**src/rtl/digital_filter_pkg.sv**
```systemverilog
// Shared types, default widths and saturation limits for the sample-stream filters
// (difference filter, integrator).
package digital_filter_pkg;

    localparam int DEF_DATA_W = 8;
    localparam int DEF_ACC_W  = 16;

    typedef logic signed [DEF_DATA_W-1:0] sample_t;
    typedef logic signed [DEF_ACC_W-1:0]  acc_t;

    // Largest / smallest value representable in a w-bit two's complement word.
    function automatic logic signed [63:0] sat_max(input int w);
        return (64'sd1 <<< (w - 1)) - 64'sd1;
    endfunction

    function automatic logic signed [63:0] sat_min(input int w);
        return -(64'sd1 <<< (w - 1));
    endfunction

endpackage

```
**src/rtl/sat_clamp.sv**
```systemverilog
// Combinational saturator: narrows a W+1 bit signed value to W bits, clamping
// to the W-bit range and flagging when the clamp was active.
module sat_clamp
    import digital_filter_pkg::*;
#(
    parameter int W = DEF_ACC_W
) (
    input  logic signed [W:0]   din,
    output logic signed [W-1:0] dout,
    output logic                sat
);

    localparam logic signed [63:0] MAX64   = sat_max(W);
    localparam logic signed [63:0] MIN64   = sat_min(W);
    localparam logic signed [W:0]  MAX_EXT = $signed(MAX64[W:0]);
    localparam logic signed [W:0]  MIN_EXT = $signed(MIN64[W:0]);

    // NOTE: every output of a combinational block gets a default first so no
    // path through the if/else can leave it unassigned and infer a latch.
    always_comb begin
        dout = din[W-1:0];
        sat  = 1'b0;
        if (din > MAX_EXT) begin
            dout = MAX_EXT[W-1:0];
            sat  = 1'b1;
        end else if (din < MIN_EXT) begin
            dout = MIN_EXT[W-1:0];
            sat  = 1'b1;
        end
    end

endmodule

```
**src/rtl/digital_integrator.sv**
```systemverilog
// Leaky saturating integrator on a valid/ready stream:
// y[n] = y[n-1] - (y[n-1] >>> LEAK_SHIFT) + x[n], one cycle latency.
module digital_integrator
    import digital_filter_pkg::*;
#(
    parameter int DATA_W     = DEF_DATA_W,
    parameter int ACC_W      = DEF_ACC_W,
    parameter int LEAK_SHIFT = 0
) (
    input  logic                     clk,
    input  logic                     rst,
    input  logic                     clr,
    input  logic                     in_valid,
    output logic                     in_ready,
    input  logic signed [DATA_W-1:0] in_data,
    output logic                     out_valid,
    input  logic                     out_ready,
    output logic signed [ACC_W-1:0]  out_data,
    output logic                     sat_flag
);

    logic signed [ACC_W-1:0] acc;
    logic signed [ACC_W:0]   acc_ext;
    logic signed [ACC_W:0]   x_ext;
    logic signed [ACC_W:0]   leak;
    logic signed [ACC_W:0]   sum;
    logic signed [ACC_W-1:0] sum_clamped;
    logic                    sum_sat;
    logic                    accept;
    logic                    consume;

    assign in_ready = !out_valid || out_ready;
    assign accept   = in_valid && in_ready;
    assign consume  = out_valid && out_ready;

    // The accumulator is the output register: out_data always shows y[n].
    assign out_data = acc;

    always_comb begin
        acc_ext = {acc[ACC_W-1], acc};
        x_ext   = {{(ACC_W + 1 - DATA_W){in_data[DATA_W-1]}}, in_data};
        leak    = '0;
        if (LEAK_SHIFT > 0) begin
            leak = acc_ext >>> LEAK_SHIFT;
        end
        sum = acc_ext - leak + x_ext;
    end

    sat_clamp #(.W(ACC_W)) u_clamp (
        .din  (sum),
        .dout (sum_clamped),
        .sat  (sum_sat)
    );

    // NOTE: sequential state uses non-blocking assignments so every register
    // samples the pre-edge values regardless of statement order.
    always_ff @(posedge clk or negedge rst) begin
        if (!rst) begin
            acc       <= '0;
            out_valid <= 1'b0;
            sat_flag  <= 1'b0;
        end else if (clr) begin
            sat_flag <= 1'b0;
            if (accept) begin
                acc       <= x_ext[ACC_W-1:0];
                out_valid <= 1'b1;
            end else begin
                acc       <= '0;
                out_valid <= 1'b0;
            end
        end else if (accept) begin
            acc       <= sum_clamped;
            out_valid <= 1'b1;
            if (sum_sat) begin
                sat_flag <= 1'b1;
            end
        end else if (consume) begin
            out_valid <= 1'b0;
        end
    end

endmodule
```
**config.mk**
```make
export PLATFORM = sky130hd
export DESIGN_NAME = digital_integrator
export DESIGN_NICKNAME = d
export VERILOG_FILES = /design/src/rtl/digital_filter_pkg.sv /design/src/rtl/sat_clamp.sv /design/src/rtl/digital_integrator.sv
export SDC_FILE = /design/constraint.sdc
export NUM_CORES = 1
export LEC_CHECK = 0
export ABC_AREA = 0
export CORE_MARGIN = 2
export CORE_UTILIZATION = 32
export CTS_CLUSTER_SIZE = 25
export DETAILED_ROUTE_END_ITERATION = 6
export PLACE_DENSITY = 0.57
export SKIP_CTS_REPAIR_TIMING = 1
export SYNTH_ARGS = -nofsm -noshare
export SYNTH_HDL_FRONTEND = slang
export SYNTH_HIERARCHICAL = 1
export SYNTH_SLANG_ARGS = --single-unit
```
**constraint.sdc**
```tcl
create_clock -name clk -period 8.3 [get_ports clk]
set_input_delay 0.83 -clock clk [delete_from_list [all_inputs] [get_ports clk]]
set_output_delay 0.83 -clock clk [all_outputs]
set_load 0.005 [all_outputs]
```
; Yosys cells after proc, flatten, opt, wreduce, memory -nomap -nowiden
; Index checks and enable logic that the tools add are counted.
[word_totals]
regBits = 18
latchBits = 0
mem_bits_rw = 0
rom_bits = 0
inputBits = 13
output_inout_bits = 19
word_cells = 28
memories = 0
[op_classes]
n_addsub = 1
multipliers = 0
n_div = 0
magnitude_cmp = 2
eq_ne = 0
shift = 0
n_mux = 14
bitwise_logic = 0
n_reduce_logical = 8
[op_table]
columns = cell, n
row1 = 16-bit 2-to-1 mux, 5
row2 = 16-bit by 8-bit adder with 17-bit output, 1
row3 = 17-bit by 16-bit > comparator with 1-bit output (second input constant), 1
row4 = 17-bit by 16-bit less-than comparator with 1-bit output (second input constant), 1
row5 = 1-bit 2-to-1 mux, 9
row6 = 2-bit nonzero test, 2
row7 = 3-bit nonzero test, 1
row8 = 1-bit logical AND, 2
row9 = 2-bit AND reduction, 1
row10 = 1-bit logical NOT, 1
row11 = 1-bit logical OR, 1

; Longest topological paths before layout
[depth]
depth_word = 7
depth_mapped = 12
ltp_nobuf = 11

; Modules after synthesis
; Netlist, hierarchy kept.
[by_module_without_submodules]
columns = mod, n_inst, cells_each, area_per_inst_um2, seq_area_each_um2
row1 = digital_integrator, 1, 159, 1519.0, 450.4
row2 = sat_clamp, 1, 51, 269.0, 0.0

; Worst setup path before layout
; OpenSTA, ideal clock, no wires.
[synth_path]
path_kind = input-to-reg
start = input port in_data[0]
end = register acc[5] (netlist: out_data[5])
setup_ps = 134
t_arrival_ps = 3227
required_ps = 8166
path_slack_ps = 4939
cell_stages = 11
path_buffers = 1
cell_sequence = ha_1 fa_1 a21o_1 a311o_1 nand4_1 a31oi_1 a31oi_1 buf_6 o21ai_2 mux2i_1 o22ai_1
[synth_between]
elab_chain_len = 6
[synth_lines]
columns = element, line_no
row1 = start: declaration, digital_integrator.sv:15  ; input logic signed [DATA_W-1:0] in_data,
row2 = 16-bit by 8-bit adder with 17-bit output *, digital_integrator.sv:46  ; sum = acc_ext - leak + x_ext;
row3 = via sum[16], digital_integrator.sv:26  ; logic signed [ACC_W:0] sum;
row4 = 17-bit by 16-bit less-than comparator with 1-bit output, sat_clamp.sv:26  ; end else if (din < MIN_EXT) begin
row5 = 16-bit 2-to-1 mux, sat_clamp.sv:26
row6 = 16-bit 2-to-1 mux *, sat_clamp.sv:23  ; if (din > MAX_EXT) begin
row7 = via sum_clamped[5], digital_integrator.sv:27  ; logic signed [ACC_W-1:0] sum_clamped;
row8 = 16-bit 2-to-1 mux *, digital_integrator.sv:71  ; end else if (accept) begin
row9 = 16-bit 2-to-1 mux *, digital_integrator.sv:62  ; end else if (clr) begin
row10 = end signal: assignment, digital_integrator.sv:65  ; acc <= x_ext[ACC_W-1:0];
row11 = end signal: assignment, digital_integrator.sv:72  ; acc <= sum_clamped;
row12 = end: declaration, digital_integrator.sv:22  ; logic signed [ACC_W-1:0] acc;
; Mark *: on every way through the listed nets, which the timed path passes. The rest lies on a longest branch. The select of a mux whose other input is x is not followed.
; A chain may end at the register's enable or synchronous reset.

; Worst setup path after layout
[layout_path]
start = input port in_data[0]
end = register acc[0] (netlist: out_data[0])
; Same word-level chain as after synthesis.

==> results list <==
* Internal Power: 0.383 mW
- Final worst slack: between 4 and 5 ns
* Master of the slowest instance on the critical path: sky130_fd_sc_hd__a31oi_2
- The wire-length estimate of the detail-placed layout is between 2 and 3 mm.
- Routability-driven placement finished with a final weighted congestion of around 0.75.
- Per report_power, the combinational group accounts for between 70% and 80% of the total.
- The run finished with clean final reports.
- Mapped Area: 1790 um2
* Highest net fanout along the worst path: 17
- In this run, the clock network consumes 9.0% of the power.
* Startpoint types: input pin
* FF-to-FF End: out_data[0]
- The highest metal layer carrying signal wires in the routed design is met4.
* Highest ir drop seen on vdd: between 100 and 150 uV
- Worst-case headroom to the max-slew limit: around a fifth
* Fin area: roughly 2200 um2
- Max incr delay on CP: 1.00 ns
- Register cell area after layout: 450 um2
* Worst hold path class: reg -> reg
- Number of vias after detailed routing: 1525
* Global-route usage over all layers: about 14%
- Setup Slack @ Placement: between 3 and 4 ns
* Endpoint type of the worst setup path: flop
- Part of the Yosys area used for sequential elements: 25.2%
- Switching Share: roughly 45%
* Number of antenna cells inserted: 0
- By area the synthesized netlist is led by sky130_fd_sc_hd__dfrtp_1 (25%), sky130_fd_sc_hd__ha_1 (11%), sky130_fd_sc_hd__mux2i_1 (10%).
- The number of antenna violations at the first check in global routing came to 0.
- 32 I/O pins were placed.
* Chip Height: 78.8 um
* Maximum clock insertion buffer count: 2
* First-pass GRT wire length: between 6 and 7 mm
- Kind of critical path: in -> reg
- Overall power consumption after layout is estimated at around 0.70 mW.
- Net count of the mapped netlist: 240
* Portion of the clock cycle consumed by the worst path in the final layout: 50.4%
- Buffers inserted during clock tree synthesis total 3.
- Fraction of post-synthesis cell area in the top cell type by area: between 20% and 30%
* Final WL: 3.99 mm
- Placed cells: just over 300
- Setup repair after global routing left no endpoint under its margin.
* Synth Warn #: 6
- The number of cells on the worst reg-to-reg path is 10.
* Initial DRC count: between 80 and 90
- Max Fclk: between 200 and 250 MHz
* Critical path data required time: ~8.4 ns
* Sequential cell fraction of total power: 19.6%
- Setup Total Neg Slack: 0 ns
* Number of buffers and inverters on the critical path: 1
* Cell Pwr Density: roughly 320 nW/um2
- Per-cell routed wire length: roughly 13 um
- Count of final max-slew check failures: 0
- The core region is around 5400 um2.
* Cell area after placement: ~2100 um2
- Synth async-reset ratio: 100%
- Footprint of the multi-input gates: approximately 1300 um2
- HP Start: sat_flag
* Tightest Pin Transition: 1.20 ns
- Shortest clock period the worst path allows after layout: 4.18 ns
- Filler cell count: 554
* Hold Path End: sat_flag
- Entering global routing, the biggest net connects 27 pins.
* Hold Path Depth: 2
- Synth cell types: 39
- Die ar.: 6200 um2
- In this run, synthesis produced a sequential element count of 18.
- The analysis attributes to cell leakage a power of about 1.0 nW.
- The signal on the critical path passes through clkdlybuf4s50_1 > ha_1 > fa_1 > a21o_1 > a311o_1 > nand4_1 > a31oi_1 > a31oi_2 > o21ai_0 > mux2i_1 > o22ai_1.
* Post-synth EDFFs: 0
- Library cell with the largest summed area after synthesis: sky130_fd_sc_hd__dfrtp_1
- Htree depth: 1
- Startpoint of the worst register-to-register path: out_data[0]
* Hold Violations, Final: 0
- Clock tree synthesis found a total of 18 sinks.
* Residual DRC count: 0
- Remaining antenna violation count after routing: 0
* Root buffer cell: sky130_fd_sc_hd__clkbuf_8
- At the later pin of the worst-skew pair, clock insertion delay measures roughly 0.25 ns.
- Mapped Avg Cell Area: roughly 8.5 um2
- Across the run, the number of max-cap violations was 0.
- Post-Layout Cell Count: between 300 and 400
* CP top delay family: compound AO/OA/AOI/OAI gates
- For the final database, setup skew stands at around 0.004 ns.
- # port buffers: 31
- Setup violations remaining at the end of the flow were counted as 0.
* Clock transition at path regs: approximately 0.070 ns
- Top post-synthesis cells by count: sky130_fd_sc_hd__nand2_1 (29), sky130_fd_sc_hd__nor2_1 (21), sky130_fd_sc_hd__dfrtp_1 (18), sky130_fd_sc_hd__mux2i_1 (18), sky130_fd_sc_hd__ha_1 (16)
- Relative to the synthesized area, the layout overhead comes to 22.5%.
- Data arrival, critical path: 4.27 ns
- The number of global-route vias before repair was approximately 1.5k.
- For flop-to-flop paths, the worst setup slack is approximately 4.7 ns.
* Met1 routed wirelength after detailed routing: 2.05 mm
- For this run, the detailed router's first-pass iteration total came to 4.
- Using the TritonRoute via totals, the vias-per-cell ratio works out to around 5.0.
* Sum of met3 wire segment lengths after detailed routing: approximately 140 um
- Final Net Count: about 270
* Count leader, synth: sky130_fd_sc_hd__nand2_1
- The post-route netlist has roughly a tenth of its cells at a drive strength greater than 1.
* Switching component of the power: 0.313 mW
- Source of the critical timing path: in_data[0]
* Floorplan row count: 27
- Initial Util: between 30% and 40%
- Synthesis handed over a netlist of 210 instances.
- After global routing the overflow that remains totals 0.
- After detailed routing, the met2 layer carries around 1.8 mm of wire.
* Post-synth top flop: sky130_fd_sc_hd__dfrtp_1
* TritonCTS clock tree: built
- The die is ~80 um wide.
cell usage in the layout, fill, tap and decap left out, drive strengths merged, types with 2 or more instances in the layout:
| cell type | Yosys | layout |
|---|---|---|
| clkdlybuf4s50 | 0 | 31 |
| nand2 | 29 | 29 |
| o21ai | 28 | 28 |
| nor2 | 21 | 21 |
| mux2i | 18 | 18 |
| dfrtp | 18 | 18 |
| ha | 16 | 16 |
| a21oi | 8 | 8 |
| xnor2 | 8 | 8 |
| xor2 | 7 | 7 |
| o22ai | 7 | 7 |
| a21o | 6 | 6 |
| a31oi | 5 | 5 |
| nand2b | 4 | 4 |
| o21a | 3 | 3 |
| clkbuf | 4 | 3 |
| a211oi | 2 | 2 |
| nand4 | 2 | 2 |
| a211o | 2 | 2 |
| a31o | 2 | 2 |
worst reg2reg max path, stage by stage (launching register included):
cell and delay (ns):
sky130_fd_sc_hd__dfrtp_1 0.40, sky130_fd_sc_hd__ha_1 0.23, sky130_fd_sc_hd__fa_1 0.40, sky130_fd_sc_hd__a21o_1 0.22, sky130_fd_sc_hd__a311o_1 0.37, sky130_fd_sc_hd__nand4_1 0.10, sky130_fd_sc_hd__a31oi_1 0.16, sky130_fd_sc_hd__a31oi_2 1.01
sky130_fd_sc_hd__o21ai_0 0.23, sky130_fd_sc_hd__mux2i_1 0.17, sky130_fd_sc_hd__o22ai_1 0.10
layout make-up:
| class | instances | area share [%] |
|---|---|---|
| clock buffers | 3 | 1.89 |
| inverters | 1 | 0.171 |
| multi-input cells | 180 | 58.7 |
| flip-flops and latches | 18 | 20.6 |
| well taps | 72 | 4.11 |
| repair buffers | 32 | 14.5 |
power by group through the flow:
stage	registers, mW	clock network, mW	logic, mW
after global placement	0.139	0	0.493
after detailed placement	0.139	0	0.498
after floorplan	0.137	0	0.381
after global routing	0.142	0.0707	0.566
after CTS	0.137	0.0681	0.501
final	0.137	0.0625	0.497
how the worst max path moves through the flow:
stage	end	slack, ns	cells past startpoint
after global routing	out_data[8]	3.85	11
after floorplan	out_data[5]	4.94	11
after detailed placement	out_data[0]	3.75	11
final	out_data[0]	4.12	11
after global placement	out_data[0]	3.82	11
after CTS	out_data[0]	4.04	11
flip-flops by register name, summed over array words and instances (netlist names):
signal and count:
out_valid 1, sat_flag 1, out_data 16
through the flow:
| step | util, % | hold WS, ns |
|---|---|---|
| CTS | 40.3 | 0.512 |
| floorplan | - | 0.486 |
| global route | 40.3 | 0.573 |
| global placement | 39.5 | 0.485 |
| detailed placement | 39.5 | 0.499 |
| finish | 40.3 | 0.503 |
cell families after synthesis:
family,Yosys count,synth area share (%)
buf+inv,12,3.64
compound gates,69,26.4
flops,18,25.2
fa+ha+maj,17,12.3
mux,18,10.1
xor+xnor,15,7.35
simple gates,61,15.0
metal layers:
metal | track usage [%] | vias to the layer above
met2 | 22.2 | 24
met1 | 19.2 | 682
met5 | 0 | -
met4 | 2.63 | 0
met3 | 3.07 | 2
li1 | - | 817
(Power assumes the default switching activity.)
